**src/rtl/memory_cycle_if.sv**
```systemverilog
// -----------------------------------------------------------------------------
// memory_cycle_if
// Data-memory port bundle between the MEM stage and the data memory.
//   master : the MEM stage (drives request, write enable, address, data, lanes)
//   slave  : the data memory (returns read word and completion strobe)
// Signals
//   DMemReq    access request, held until DMemAck
//   DMemWe     1 store, 0 load
//   DMemAddr   word-aligned address {addr[31:2],2'b00}
//   DMemWData  store data replicated across byte lanes
//   DMemBe     byte enables
//   DMemRData  read word, valid while DMemAck is high
//   DMemAck    access completes in this cycle
// -----------------------------------------------------------------------------
interface memory_cycle_if;
  logic        DMemReq;
  logic        DMemWe;
  logic [31:0] DMemAddr;
  logic [31:0] DMemWData;
  logic [3:0]  DMemBe;
  logic [31:0] DMemRData;
  logic        DMemAck;

  modport master (
    output DMemReq, DMemWe, DMemAddr, DMemWData, DMemBe,
    input  DMemRData, DMemAck
  );

  modport slave (
    input  DMemReq, DMemWe, DMemAddr, DMemWData, DMemBe,
    output DMemRData, DMemAck
  );
endinterface

```
**src/rtl/memory_cycle.sv**
```systemverilog
// -----------------------------------------------------------------------------
// memory_cycle
// RV32I MEM stage plus the MEM/WB pipeline register. Loads and stores are sent
// to data memory over a req/ack handshake; upstream is stalled while an access
// is outstanding. Load data is lane-selected and sign/zero-extended, and every
// value the writeback mux needs is registered.
//
// Optional feature macro: MEMORY_MISALIGN_TRAP_EN
//   defined   : misaligned accesses are not issued; MEM/WB receives a slot with
//               ValidW=1, RegWriteW=0 and MisalignM pulses for one cycle.
//   undefined : MisalignM is 0; misaligned accesses proceed and halfword lanes
//               wrap inside the word (offset 3 uses lanes 3 and 0).
//
// Ports
//   clk, rst            clock (rising edge), synchronous active-low reset
//   ValidM..PCPlus4M    EX/MEM register contents
//   dmem                data-memory port (memory_cycle_if.master)
//   StallM              combinational hold for IF..EX/MEM
//   MisalignM           registered misaligned-access flag
//   ValidW..PCPlus4W    MEM/WB register outputs
// -----------------------------------------------------------------------------
module memory_cycle #(
  parameter int          XLEN     = 32,
  parameter logic [31:0] RESET_PC = 32'h0000_0000
) (
  input  logic            clk,
  input  logic            rst,
  input  logic            ValidM,
  input  logic            RegWriteM,
  input  logic            MemWriteM,
  input  logic [1:0]      ResultSrcM,
  input  logic [2:0]      funct3M,
  input  logic [4:0]      RD_M,
  input  logic [XLEN-1:0] ALU_ResultM,
  input  logic [XLEN-1:0] WriteDataM,
  input  logic [XLEN-1:0] PCPlus4M,
  memory_cycle_if.master  dmem,
  output logic            StallM,
  output logic            MisalignM,
  output logic            ValidW,
  output logic            RegWriteW,
  output logic [1:0]      ResultSrcW,
  output logic [4:0]      RD_W,
  output logic [XLEN-1:0] ALU_ResultW,
  output logic [XLEN-1:0] ReadDataW,
  output logic [XLEN-1:0] PCPlus4W
);

  typedef enum logic [0:0] {
    ST_IDLE = 1'b0,
    ST_WAIT = 1'b1
  } state_t;

  state_t      state_r;
  state_t      state_next_s;

  logic        mem_op_s;
  logic        is_load_s;
  logic        is_byte_s;
  logic        is_half_s;
  logic        trap_s;
  logic        issue_s;
  logic        req_s;
  logic        stall_s;
  logic        done_s;
  logic [1:0]  addr_lo_s;
  logic [3:0]  be_s;
  logic [31:0] wdata_s;
  logic [31:0] load_data_s;

  // Rotate a 4-bit lane mask left by n lanes (halfword lanes wrap in the word).
  function automatic logic [3:0] rotl4(input logic [3:0] v, input logic [1:0] n);
    logic [3:0] r;
    case (n)
      2'd0:    r = v;
      2'd1:    r = {v[2:0], v[3]};
      2'd2:    r = {v[1:0], v[3:2]};
      2'd3:    r = {v[0], v[3:1]};
      default: r = v;
    endcase
    return r;
  endfunction

  // Rotate the read word right by n bytes so the addressed lane lands in [7:0].
  function automatic logic [31:0] rotr_bytes(input logic [31:0] v, input logic [1:0] n);
    logic [31:0] r;
    case (n)
      2'd0:    r = v;
      2'd1:    r = {v[7:0],  v[31:8]};
      2'd2:    r = {v[15:0], v[31:16]};
      2'd3:    r = {v[23:0], v[31:24]};
      default: r = v;
    endcase
    return r;
  endfunction

  // Whole-word accesses are the fallback so undefined load sizes behave as LW.
  assign addr_lo_s = ALU_ResultM[1:0];
  assign is_byte_s = (funct3M[1:0] == 2'b00);
  assign is_half_s = (funct3M[1:0] == 2'b01);
  assign is_load_s = (ResultSrcM == 2'b01);
  assign mem_op_s  = ValidM & (MemWriteM | is_load_s);

`ifdef MEMORY_MISALIGN_TRAP_EN
  assign trap_s = mem_op_s &
                  ((is_half_s & addr_lo_s[0]) |
                   (~is_byte_s & ~is_half_s & (addr_lo_s != 2'b00)));
`else
  assign trap_s = 1'b0;
`endif

  assign issue_s = mem_op_s & ~trap_s;

  // Handshake FSM: request, stall and completion decode.
  always_comb begin
    state_next_s = state_r;
    req_s        = 1'b0;
    stall_s      = 1'b0;
    done_s       = 1'b0;
    case (state_r)
      ST_IDLE: begin
        if (issue_s) begin
          req_s = 1'b1;
          if (dmem.DMemAck) begin
            done_s = 1'b1;
          end else begin
            stall_s      = 1'b1;
            state_next_s = ST_WAIT;
          end
        end else begin
          req_s = 1'b0;
        end
      end
      ST_WAIT: begin
        // EX/MEM is held stable, so the request stays asserted until ack.
        req_s = 1'b1;
        if (dmem.DMemAck) begin
          done_s       = 1'b1;
          state_next_s = ST_IDLE;
        end else begin
          stall_s = 1'b1;
        end
      end
      default: begin
        state_next_s = ST_IDLE;
      end
    endcase
  end

  // FSM state register; reset aborts any outstanding access.
  always_ff @(posedge clk) begin
    if (!rst) begin
      state_r <= ST_IDLE;
    end else begin
      state_r <= state_next_s;
    end
  end

  // Store lane enables and lane-replicated store data; loads read all lanes.
  always_comb begin
    be_s    = 4'b1111;
    wdata_s = WriteDataM;
    if (!MemWriteM) begin
      be_s    = 4'b1111;
      wdata_s = WriteDataM;
    end else if (is_byte_s) begin
      be_s    = 4'b0001 << addr_lo_s;
      wdata_s = {4{WriteDataM[7:0]}};
    end else if (is_half_s) begin
      be_s    = rotl4(4'b0011, addr_lo_s);
      wdata_s = {2{WriteDataM[15:0]}};
    end else begin
      be_s    = 4'b1111;
      wdata_s = WriteDataM;
    end
  end

  // Load formatting: select the addressed byte/half then extend; words pass whole.
  always_comb begin
    logic [31:0] rot_v;
    rot_v       = rotr_bytes(dmem.DMemRData, addr_lo_s);
    load_data_s = dmem.DMemRData;
    if (is_byte_s) begin
      load_data_s = {{24{rot_v[7] & ~funct3M[2]}}, rot_v[7:0]};
    end else if (is_half_s) begin
      load_data_s = {{16{rot_v[15] & ~funct3M[2]}}, rot_v[15:0]};
    end else begin
      load_data_s = dmem.DMemRData;
    end
  end

  assign dmem.DMemReq   = req_s;
  assign dmem.DMemWe    = MemWriteM;
  assign dmem.DMemAddr  = {ALU_ResultM[31:2], 2'b00};
  assign dmem.DMemWData = wdata_s;
  assign dmem.DMemBe    = be_s;
  assign StallM         = stall_s;

  // MEM/WB pipeline register; a stall inserts a bubble at every edge.
  always_ff @(posedge clk) begin
    if (!rst) begin
      ValidW      <= 1'b0;
      RegWriteW   <= 1'b0;
      ResultSrcW  <= 2'b00;
      RD_W        <= 5'd0;
      ALU_ResultW <= 32'h0000_0000;
      ReadDataW   <= 32'h0000_0000;
      PCPlus4W    <= RESET_PC;
      MisalignM   <= 1'b0;
    end else if (stall_s) begin
      ValidW    <= 1'b0;
      RegWriteW <= 1'b0;
      MisalignM <= 1'b0;
    end else begin
      ValidW      <= ValidM;
      RegWriteW   <= ValidM & RegWriteM & ~trap_s;
      ResultSrcW  <= ResultSrcM;
      RD_W        <= RD_M;
      ALU_ResultW <= ALU_ResultM;
      PCPlus4W    <= PCPlus4M;
      MisalignM   <= trap_s;
      if (done_s && is_load_s) begin
        ReadDataW <= load_data_s;
      end else begin
        ReadDataW <= ReadDataW;
      end
    end
  end

endmodule

```
**src/flat_wrapper.sv**
```systemverilog
// flat-port wrapper written by rule: the top's interface ports become plain ports
module memory_cycle_flat 
#(
  parameter int          XLEN     = 32,
  parameter logic [31:0] RESET_PC = 32'h0000_0000
)
  (clk, rst, ValidM, RegWriteM, MemWriteM, ResultSrcM, funct3M, RD_M, ALU_ResultM, WriteDataM, PCPlus4M, StallM, MisalignM, ValidW, RegWriteW, ResultSrcW, RD_W, ALU_ResultW, ReadDataW, PCPlus4W, dmem_DMemReq, dmem_DMemWe, dmem_DMemAddr, dmem_DMemWData, dmem_DMemBe, dmem_DMemRData, dmem_DMemAck);
  memory_cycle_if dmem_i ();
  input  logic clk;
  input  logic rst;
  input  logic ValidM;
  input  logic RegWriteM;
  input  logic MemWriteM;
  input  logic [1:0] ResultSrcM;
  input  logic [2:0] funct3M;
  input  logic [4:0] RD_M;
  input  logic [XLEN-1:0] ALU_ResultM;
  input  logic [XLEN-1:0] WriteDataM;
  input  logic [XLEN-1:0] PCPlus4M;
  output logic StallM;
  output logic MisalignM;
  output logic ValidW;
  output logic RegWriteW;
  output logic [1:0] ResultSrcW;
  output logic [4:0] RD_W;
  output logic [XLEN-1:0] ALU_ResultW;
  output logic [XLEN-1:0] ReadDataW;
  output logic [XLEN-1:0] PCPlus4W;
  output wire logic [$bits(dmem_i.DMemReq)-1:0] dmem_DMemReq;
  output wire logic [$bits(dmem_i.DMemWe)-1:0] dmem_DMemWe;
  output wire logic [$bits(dmem_i.DMemAddr)-1:0] dmem_DMemAddr;
  output wire logic [$bits(dmem_i.DMemWData)-1:0] dmem_DMemWData;
  output wire logic [$bits(dmem_i.DMemBe)-1:0] dmem_DMemBe;
  input wire logic [$bits(dmem_i.DMemRData)-1:0] dmem_DMemRData;
  input wire logic [$bits(dmem_i.DMemAck)-1:0] dmem_DMemAck;
  assign dmem_DMemReq = dmem_i.DMemReq;
  assign dmem_DMemWe = dmem_i.DMemWe;
  assign dmem_DMemAddr = dmem_i.DMemAddr;
  assign dmem_DMemWData = dmem_i.DMemWData;
  assign dmem_DMemBe = dmem_i.DMemBe;
  assign dmem_i.DMemRData = dmem_DMemRData;
  assign dmem_i.DMemAck = dmem_DMemAck;
  memory_cycle #(.XLEN(XLEN), .RESET_PC(RESET_PC)) u_core (.clk(clk), .rst(rst), .ValidM(ValidM), .RegWriteM(RegWriteM), .MemWriteM(MemWriteM), .ResultSrcM(ResultSrcM), .funct3M(funct3M), .RD_M(RD_M), .ALU_ResultM(ALU_ResultM), .WriteDataM(WriteDataM), .PCPlus4M(PCPlus4M), .dmem(dmem_i), .StallM(StallM), .MisalignM(MisalignM), .ValidW(ValidW), .RegWriteW(RegWriteW), .ResultSrcW(ResultSrcW), .RD_W(RD_W), .ALU_ResultW(ALU_ResultW), .ReadDataW(ReadDataW), .PCPlus4W(PCPlus4W));
endmodule
```
**config.mk**
```make
export PLATFORM = sky130hd
export DESIGN_NAME = memory_cycle_flat
export DESIGN_NICKNAME = d
export VERILOG_FILES = /design/src/rtl/memory_cycle_if.sv /design/src/rtl/memory_cycle.sv /design/src/flat_wrapper.sv
export SDC_FILE = /design/constraint.sdc
export NUM_CORES = 1
export LEC_CHECK = 0
export CORE_AREA = 2 2 125 127
export CTS_BUF_LIST = sky130_fd_sc_hd__clkbuf_8 sky130_fd_sc_hd__clkbuf_16
export DETAILED_ROUTE_END_ITERATION = 16
export DIE_AREA = 0 0 127 129
export PLACE_DENSITY = 0.77
export SYNTH_ARGS = -nofsm -noshare
export SYNTH_HDL_FRONTEND = slang
export SYNTH_SLANG_ARGS = --single-unit
export TNS_END_PERCENT = 5
```
**constraint.sdc**
```tcl
create_clock -name clk -period 2.54 [get_ports clk]
set_input_delay 0.508 -clock clk [delete_from_list [all_inputs] [get_ports clk]]
set_output_delay 0.508 -clock clk [all_outputs]
set_load 0.02 [all_outputs]
```
**Yosys cells after proc, flatten, opt, wreduce, memory -nomap -nowiden**

Index checks and enable logic that the tools add are counted.

- Flip-flop bits (word level): 106
- Input port bits: 144
- Output and inout port bits: 177
- Logic and storage cells: 46

- Equality and inequality tests: 5
- Shift operators: 1
- Mux-type cells: 18
- Bitwise gates (word level): 9
- Reduce and logical (&&, ||, !) cells: 5

Operators by type and width:

| operator | count |
|---|---|
| $mux 32 | 5 |
| $pmux 16 s4 | 1 |
| $pmux 4 s4 | 1 |
| $mux 4 | 3 |
| $eq 2x1->1 const B | 3 |
| $pmux 1 s2 | 3 |
| $mux 1 | 5 |
| $and 1x1->1 | 4 |
| $eq 2x2->1 const B | 2 |
| $logic_not 2->1 | 2 |
| $not 1->1 | 4 |
| $shl 1x2->4 const A | 1 |
| $reduce_and 2->1 | 1 |
| $reduce_or 2->1 | 1 |
| $logic_and 1x1->1 | 1 |
| $or 1x1->1 | 1 |

**Longest topological paths before layout**

Gate-level depths: netlist of the first run.

- Depth in word-level cells: 7
- Gate-level depth with buffers: 8
- Mapped depth without buffers: 6

**Worst setup path after synthesis of the first run**

No wires, ideal clock.

- Path kind: input-to-output
- From: input ALU_ResultM[0]
- To: output dmem_DMemBe[3]
- Arrival: 1.823 ns
- Path slack: 0.209 ns
- Stages: 7
- Buffers on the path: 2
- Cell sequence: inv_1 > ha_1 > buf_2 > clkbuf_1 > nor2_1 > o21a_1 > o21ai_0

- Cells in the longest elaborated chain, start to end: 5
- Elaborated cells between the ends (all ways): 9

Ends and longest elaborated chain:

| what | line | source |
|---|---|---|
| start, declared | flat_wrapper.sv:17 | `input logic [XLEN-1:0] ALU_ResultM;` |
| $eq 2x2->1 (tied with other cells) | memory_cycle.sv:74 | `case (n)` |
| $pmux 4 s4 | memory_cycle.sv:74 |  |
| $mux 4 | memory_cycle.sv:169 | `end else if (is_half_s) begin` |
| $mux 4 * | memory_cycle.sv:166 | `end else if (is_byte_s) begin` |
| $mux 4 * | memory_cycle.sv:163 | `if (!MemWriteM) begin` |
| end, declared | flat_wrapper.sv:33 | `output wire logic [$bits(dmem_i.DMemBe)-1:0] dmem_DMemBe;` |

Mark *: on every way between the ends. The rest lies on a longest branch, timed or not.

**Worst setup path after layout of the first run**

- From: input funct3M[1]
- To: output dmem_DMemWData[9]

- Cells in the longest elaborated chain, start to end: 3

Ends and longest elaborated chain:

| what | line | source |
|---|---|---|
| start, declared | flat_wrapper.sv:15 | `input logic [2:0] funct3M;` |
| $logic_not 2->1 | memory_cycle.sv:99 | `assign is_byte_s = (funct3M[1:0] == 2'b00);` |
| $mux 32 | memory_cycle.sv:166 |  |
| $mux 32 | memory_cycle.sv:163 |  |
| end, declared | flat_wrapper.sv:32 | `output wire logic [$bits(dmem_i.DMemWData)-1:0] dmem_DMemWData;` |

Every way passes these cells.

==> results_dict.tcl, run 1 <==
set metrics [dict create \
    ys_seq_elements 106 \
    synth_top_flop_cell "dfxtp_1" \
    cts.sinks 106 \
    hold_buffers 0 \
    finalNonFillerCells 1085 \
    port_buffers 317 \
    end_kind "primary output" \
    yosysSeqAreaShare_pct 40.0 \
    slew-limit-headroom_pct 56.9 \
    yosysTopAreaCellShare_pct 40.0 \
    pre_cts_ws_ps -431 \
    initial_core_util_pct 35.4 \
    antenna_cells 0 \
    cts_tree "done" \
    async_reset_ff_share_pct 0 \
    fin_worst_skew_ps 9.03 \
    cp-start-kind "primary input" \
    synthTopCellsByArea "dfxtp_1 (40%), mux2i_1 (15%), nand2_1 (14%), buf_4 (5.9%), o21ai_0 (3.3%)" \
    yosys.area.top_type "dfxtp_1" \
    drive_gt1_share_pct 11.0 \
    clockRootBuffer "clkbuf_16" \
    worst_pin_slew_ps 642 \
    crit_arrival_ps 1980 \
    synth_edf_count 0 \
    p_per_area_nw_per_um2 508 \
    fmax_mhz 402 \
    cpMaxStageDelayCell "clkdlybuf4s50_1" \
    drtIter0Drc 321 \
    numCtsBuffers 9 \
    die_x_microns 127 \
    synth_warnings 0 \
    hp-class "reg2reg" \
    peakVddDrop_uv 442 \
    clockBufferDepth 2 \
    dp.cells 1070 \
    path_max_fanout 8 \
    grt_max_degree 64 \
    grt-ovfl-total 0 \
    antenna_found_initial 0 \
    wire_per_inst_microns 17.2 \
    path_class "in2out" \
    status "completed" \
    crit_chain "clkdlybuf4s50_1 > nand2b_4 > nor2_2 > buf_12 > mux2_2 > clkdlybuf4s15_2" \
    area_growth_pct 65.2 \
    dp_hpwl_mm 14.9 \
    fin_crit_sh_pct 98.0 \
    grt_pass1_wl_mm 27.8 \
    htreeDepth 3 \
    grt_usage_pct 21.7 \
    fin_ws_ps 51.5 \
    required_ps 2030 \
    cts.reportedPaths.clkPinSlew_ps 70 \
    insertion_delay_ps 340 \
    synth_area_sq_um 5300 \
    totalWireLength_mm 18.7 \
    via_count 5338 \
    synthCells 616 \
    fp.dieH_microns 129 \
    drv_cap 0 \
    dieArea_sq_um 16400 \
    io_pins 321 \
    slew_violations 0 \
    finalHoldViolations 0 \
    gp_congestion 0.832 \
    timing.critical_path.buf_inv 3 \
    grt_pass1_vias 5030 \
    core-area_sq_um 15000 \
    via_per_inst 4.92 \
    cpLargestDelayFamily "buffers and inverters" \
    synth_area_per_cell_sq_um 8.61 \
    final_nets 1042 \
    rsz0062_at_grt "true" \
    ant_nets 0 \
    setup_viol 0 \
    drc 0 \
    period_needed_ps 2490 \
    p_leak_nw 3.48 \
    yosys.cell_types.count 31 \
    drtPass1Iterations 6 \
    critPathMaxStageDelay_ps 440 \
    floorplan.rows 45 \
]
## cell usage after synthesis (all sizes together), types with 2 or more instances
cell type,instances
nor2b,4
nand2,196
buf,53
o221a,24
clkbuf,38
inv,3
o22ai,8
nand2b,3
mux2i,79
nor2,6
mux2,9
dfxtp,106
o21ai,35
ha,5
nand3,2
and2,18
or3,3
a222oi,16
## area by class of cell
type | instances | area, sq um
clock buffer | 10 | 239
clock inverter | 5 | 56.3
tap | 188 | 235
multi-input combinational | 418 | 2670
fill | 1356 | 6220
sequential | 106 | 2120
timing repair buffer | 355 | 3430
inverter | 3 | 11.3
## per-layer routing
| metal | wire length [microns] | vias up | track usage [%] |
|---|---|---|---|
| li1 | - | 2621 | - |
| met1 | 7320 | 2433 | 24.9 |
| met2 | 9450 | 260 | 39.4 |
| met3 | 1440 | 24 | 5.36 |
| met4 | 476 | 0 | 7.37 |
| met5 | 0 | - | 0 |
## where the power goes
part / switching [mW] / internal (mW)
logic: 0.609 / 0.638
registers: 0.0507 / 1.76
clock network: 0.609 / 0.783
## final timing paths
path / from / endpoint / slack (ps) / depth (start not counted)
worst max-delay path: funct3M[1] / dmem_DMemWData[9] / 50 / 6
worst min-delay path: u_core.PCPlus4W[27] / u_core.PCPlus4W[27] / 460 / 2
worst max register to register: u_core.state_r / u_core.PCPlus4W[7] / 940 / 5
worst min register to register: u_core.PCPlus4W[27] / u_core.PCPlus4W[27] / 460 / 2
## cell usage in the layout, fill, tap and decap left out, drive strengths merged, types with 5 or more instances in the layout
cell type / instances
a222oi: 16
and2: 18
buf: 40
clkbuf: 23
clkdlybuf4s50: 283
dfxtp: 106
dlygate4sd2: 14
ha: 5
mux2: 9
mux2i: 79
nand2: 196
nor2: 6
o21ai: 35
o221a: 24
o22ai: 8
## registers in the layout (all words and copies together) (netlist names)
name                cells
u_core.ALU_ResultW     32
u_core.PCPlus4W        32
u_core.ReadDataW       32
u_core.RD_W             5
u_core.ResultSrcW       2
u_core.RegWriteW        1
u_core.ValidW           1
u_core.state_r          1
## repair_timing
action | in CTS | in global routing
pin swaps | 2 | 2
setup buffers | 0 | 0
setup endpoints to repair | 46 | 25
gates resized for setup | 49 | 23
cloned | 0 | 0
## kinds of logic (layout without fill, tap and decap cells)
| logic type | after synthesis | in the layout | synth area share, % |
|---|---|---|---|
| adders and majority gates | 5 | 5 | 1.18 |
| DFF | 106 | 106 | 40.0 |
| buffers and inverters | 94 | 373 | 10.1 |
| muxes | 88 | 88 | 16.8 |
| and+or+nand+nor | 235 | 235 | 18.7 |
| other | 1 | 3 | 0.0707 |
| AOI/OAI and AO/OA | 87 | 87 | 13.0 |
## worst reg2reg max path: cells and delay by family (launching register included)
family	cells	cell delay, ps
AOI/OAI and AO/OA	1	120
buffers and inverters	3	730
DFF	1	330
muxes	1	350
## stage by stage
stage                     TNS (ps)  hold WS (ps)  area, sq um  power [mW]  utilization [%]
after CTS                        0           460         8810        4.50             58.8
after global placement      -19430           444         8540        3.12             57.0
after floorplan                  0           536         5310        2.46                -
after global routing         -46.0           474         8760        4.64             58.5
after detailed placement    -22420           451         8540        3.13             57.0
final                            0           457         8760        4.45             58.5
Power figures use the tool's default switching activity.
==> run 2, diff against run 1 <==
==> constraint.sdc (replaced) <==
create_clock -name clk -period 2.54 [get_ports clk]
set_input_delay 0.381 -clock clk [delete_from_list [all_inputs] [get_ports clk]]
set_output_delay 0.381 -clock clk [all_outputs]
set_load 0.02 [all_outputs]
==> run 2 against run 1 <==
Fmax increased by 2.5%. First-iteration DRC count increased by 62%. Sequential share of layout area decreased by 0.19 points. Core utilization increased by 0.46 points. Worst setup slack improved by 60 ps. Flip-flop and latch count unchanged. Clock power increased by 4%. Global-route usage decreased by 0.20 points. Die area unchanged. Register-to-register slack improved by 60 ps. Count of clock-buffer cells in the layout decreased by 1. Critical path type unchanged. Largest power group unchanged.
==> results_dict.tcl, run 2 (synthesis gave the netlist of run 1 again) <==
set metrics [dict create \
    status "completed" \
    slew-limit-headroom_pct 58.4 \
    fin_worst_skew_ps 7.22 \
    port_buffers 317 \
    dp_hpwl_mm 14.4 \
    grt_max_degree 71 \
    insertion_delay_ps 340 \
    io_pins 321 \
    fin_total_pwr_mw 4.52 \
    drtIter0Drc 520 \
    via_per_inst 4.96 \
    clockBufferDepth 2 \
    holdWs_ps 410 \
    totalWireLength_mm 18.6 \
    cpMaxStageDelayCell "clkdlybuf4s50_1" \
    final_nets 1034 \
    drtPass1Iterations 7 \
    floorplan.rows 45 \
    final_common_cell "clkdlybuf4s50_1" \
    crit_chain "clkdlybuf4s50_1 > nand2b_1 > buf_4 > nand2_1 > o21ai_0 > clkdlybuf4s50_1" \
    core-area_sq_um 15000 \
    cts.reportedPaths.clkPinSlew_ps 80 \
    fin_crit_sh_pct 95.6 \
    area_growth_pct 66.5 \
    cts.sinks 106 \
    grt_usage_pct 21.5 \
    period_needed_ps 2430 \
    design_area_sq_um 8830 \
    timing.critical_path.buf_inv 3 \
    fin_ws_ps 112 \
    post_cts_buffers 0 \
    dieArea_sq_um 16400 \
    wire_per_inst_microns 17.2 \
    cp-start-kind "primary input" \
    grt-ovfl-total 0 \
    fin_setup_tns_ps 0 \
    slew_violations 0 \
    ff_latch_area_sq_um 2120 \
    fmax_mhz 412 \
    p_leak_nw 3.58 \
    peakVddDrop_uv 297 \
    cpLargestDelayFamily "buffers and inverters" \
    finalNonFillerCells 1078 \
    antenna_found_initial 0 \
    path_max_fanout 19 \
    fin_util_pct 58.9 \
    pre_cts_ws_ps -158 \
    multi_input_area_sq_um 2670 \
    mostFrequentLayoutCells "clkdlybuf4s50_1 (291), nand2_1 (196), dfxtp_1 (106)" \
    crit_arrival_ps 2050 \
    initial_core_util_pct 35.4 \
    finalHoldViolations 0 \
    worst_pin_slew_ps 621 \
    setup_viol 0 \
    hold_buffers 0 \
    via_count 5351 \
    dp.cells 1062 \
    crit_top_cell "clkdlybuf4s50_1" \
    end_kind "primary output" \
    die_x_microns 127 \
    rsz0062_at_grt "false" \
    gp_congestion 0.792 \
    critPathMaxStageDelay_ps 640 \
    grt_pass1_vias 5042 \
    p_per_area_nw_per_um2 512 \
    numCtsBuffers 9 \
    cts_tree "done" \
    drc 0 \
    drive_gt1_share_pct 8.65 \
    fp.dieH_microns 129 \
    grt_pass1_wl_mm 27.5 \
    reg_top3 "u_core.ALU_ResultW x32, u_core.PCPlus4W x32, u_core.ReadDataW x32" \
    antenna_cells 0 \
    htreeDepth 3 \
    drv_cap 0 \
    clockRootBuffer "clkbuf_16" \
    ant_nets 0 \
    hp-class "in2reg" \
    required_ps 2160 \
    path_class "in2out" \
    filler_cell_count 1335 \
    placed_cell_area_sq_um 8490 \
]
[run 2: cell type report]
type / instances / share of cell area [%]
Clock inverter: 7 / 0.879
Timing Repair Buffer: 347 / 39.5
Clock buffer: 9 / 2.55
Sequential cell: 106 / 24.0
Tap cell: 188 / 2.66
Multi-Input combinational cell: 418 / 30.2
Inverter: 3 / 0.128
[run 2: tightest hold or removal path: stages]
cell	delay, ps
dlymetal6s2s_1	190
nand2_1	80
mux2i_1	60
[run 2: power by group]
part	switching, mW	leakage [nW]	internal, mW
logic	0.607	2.56	0.653
clock network	0.671	0.145	0.775
registers	0.0479	0.875	1.76
[run 2: final timing paths]
path / startpoint / endpoint / slack, ps / depth (start not counted)
worst max-delay path: funct3M[1] / dmem_DMemWData[29] / 110 / 6
worst min-delay path: ALU_ResultM[1] / u_core.ALU_ResultW[1] / 410 / 3
worst max register to register: u_core.state_r / u_core.PCPlus4W[6] / 1000 / 5
worst min register to register: u_core.ALU_ResultW[6] / u_core.ALU_ResultW[6] / 450 / 2
[run 2: timing repair]
action                     CTS  global route
setup endpoints to repair    8            18
resized for setup            9            18
hold endpoints to repair     0             0
[run 2: layer usage]
metal / GRT usage, % / share of wire, % / up-vias
li1: - / - / 2609
met1: 24.8 / 39 / 2437
met2: 38.2 / 50 / 278
met3: 6.11 / 8.3 / 27
met4: 7.50 / 2.3 / 0
met5: 0 / 0 / -
==> run 3, diff against run 2 <==
- SKIP_CTS_REPAIR_TIMING: default -> 1
==> run 3 against run 2 <==
Cell area grew 0.31%. Core utilization grew 0.18 points. First-iteration DRC count shrank 11%. Global-route usage is essentially flat. Clock skew shrank 0.51 ps. Sequential share of layout area shrank 0.075 points. Fmax is essentially flat. Register-to-register slack is essentially flat. Sequential power is essentially flat. Wire length shrank 0.25%. Critical endpoint unchanged.
==> results_dict.tcl, run 3 (synthesis gave the netlist of run 1 again) <==
set metrics [dict create \
    endpoint "dmem_DMemWData[29]" \
    fmax_mhz 412 \
    setup_viol 0 \
    crit_top_cell "clkdlybuf4s50_1" \
    r2r_cells 5 \
    path_class "in2out" \
    fin_ws_ps 110 \
    final_nets 1034 \
    placed_cell_area_sq_um 8490 \
    antenna_found_initial 0 \
    port_buffers 317 \
    cpMaxStageDelayCell "clkdlybuf4s50_1" \
    clockRootBuffer "clkbuf_16" \
    core-area_sq_um 15000 \
    grt_max_degree 71 \
    status "completed" \
    path_max_fanout 19 \
    critPathMaxStageDelay_ps 640 \
    drc 0 \
    drive_gt1_share_pct 8.65 \
    grtUsageMet1_pct 24.7 \
    via_per_inst 4.98 \
    io_pins 321 \
    filler_cell_count 1332 \
    initial_core_util_pct 35.4 \
    slew_violations 0 \
    multi_input_area_sq_um 2670 \
    ant_nets 0 \
    grt_usage_pct 21.5 \
    fin_crit_sh_pct 95.7 \
    drv_cap 0 \
    pre_cts_ws_ps -158 \
    numCtsBuffers 9 \
    worst_pin_slew_ps 622 \
    hp-class "reg2reg" \
    reg_top3 "u_core.ALU_ResultW x32, u_core.PCPlus4W x32, u_core.ReadDataW x32" \
    finalNonFillerCells 1078 \
    cts.reportedPaths.clkPinSlew_ps 70 \
    area_growth_pct 67.1 \
    drtIter0Drc 465 \
    dieArea_sq_um 16400 \
    wire_per_inst_microns 17.2 \
    floorplan.rows 45 \
    top_usage_layer "met2" \
    use_met2_pct 38.2 \
    fp.dieH_microns 129 \
    regToRegSetupSlack_ps 1010 \
    dp_hpwl_mm 14.4 \
    fin_worst_skew_ps 6.71 \
    rsz0062_at_grt "false" \
    grt_pass1_vias 5042 \
    grt_pass1_wl_mm 27.5 \
    via_count 5368 \
    cp-start-kind "primary input" \
    mostFrequentLayoutCells "clkdlybuf4s50_1 (292), nand2_1 (196), dfxtp_1 (106)" \
    gp_congestion 0.792 \
    grt-ovfl-total 0 \
    end_kind "primary output" \
    dp.cells 1062 \
    crit_arrival_ps 2050 \
    reg2reg_from "u_core.state_r" \
    grtUsageMet3_pct 6.20 \
    die_x_microns 127 \
    totalWireLength_mm 18.5 \
    crit_chain "clkdlybuf4s50_1 > nand2b_1 > buf_4 > nand2_1 > o21ai_0 > clkdlybuf4s50_1" \
    finalHoldViolations 0 \
    htreeDepth 3 \
    final_common_cell "clkdlybuf4s50_1" \
    cts_tree "done" \
    clockBufferDepth 2 \
    design_area_sq_um 8860 \
    required_ps 2160 \
    insertion_delay_ps 340 \
    ff_latch_area_sq_um 2120 \
    peakVddDrop_uv 299 \
    cts.sinks 106 \
    crit_path_start "funct3M[1]" \
    antenna_cells 0 \
    p_per_area_nw_per_um2 510 \
    p_leak_nw 3.62 \
    slew-limit-headroom_pct 58.3 \
    drtPass1Iterations 8 \
    r2r-end "u_core.PCPlus4W[6]" \
    period_needed_ps 2430 \
]
## run 3: cell count changes in the layout (fill, tap and decap cells not counted), sizes merged
cell / previous run / this run
dlymetal6s2s: 17 / 24
clkdlybuf4s50: 291 / 292
dlygate4sd2: 8 / 0
## run 3: layout make-up
class | instances | share of cell area, %
flip-flops and latches | 106 | 24.0
clock buffers | 9 | 2.54
inverters | 3 | 0.127
clock inverters | 7 | 0.876
multi-input cells | 418 | 30.1
repair buffers | 347 | 39.7
well taps | 188 | 2.66
## run 3: worst min-delay path by stage
stage                                 from                     end  slack (ps)  depth (start not counted)
finish               u_core.ALU_ResultW[6]   u_core.ALU_ResultW[6]         460                          2
global placement        u_core.PCPlus4W[3]      u_core.PCPlus4W[3]         440                          2
CTS                  u_core.ALU_ResultW[6]   u_core.ALU_ResultW[6]         460                          2
floorplan                           ValidM           u_core.ValidW         520                          2
global route        u_core.ALU_ResultW[16]  u_core.ALU_ResultW[16]         480                          2
detailed placement   u_core.ALU_ResultW[6]   u_core.ALU_ResultW[6]         450                          2
## run 3: stage by stage
step | utilization, % | power [mW] | setup TNS (ps) | hold WS (ps)
6_report | 59.1 | 4.52 | 0 | 456
5_1_grt | 59.1 | 4.71 | 0 | 476
4_1_cts | 58.7 | 4.57 | -459 | 460
3_5_place_dp | 56.7 | 3.12 | -1880 | 450
3_3_place_gp | 56.7 | 3.11 | -607 | 443
2_1_floorplan | - | 2.46 | 0 | 519
## run 3: power by group
group          switching, mW  total [mW]  internal (mW)  leakage (nW)
Clock                  0.666        1.44          0.775         0.145
Combinational          0.606        1.26          0.657          2.60
Sequential            0.0480        1.81           1.76         0.875
Total                   1.32        4.52           3.20          3.62
## run 3: routing by layer
layer  vias up  routed length (microns)
li1       2607                        -
met1      2453                     7160
met2       280                     9290
met3        28                     1590
met4         0                      461
met5         -                        0
## run 3: worst max-delay path, delay by kind of cell
family,cells,cell delay [ps]
AOI/OAI and AO/OA,1,70
buffers and inverters,3,1360
and+or+nand+nor,2,230
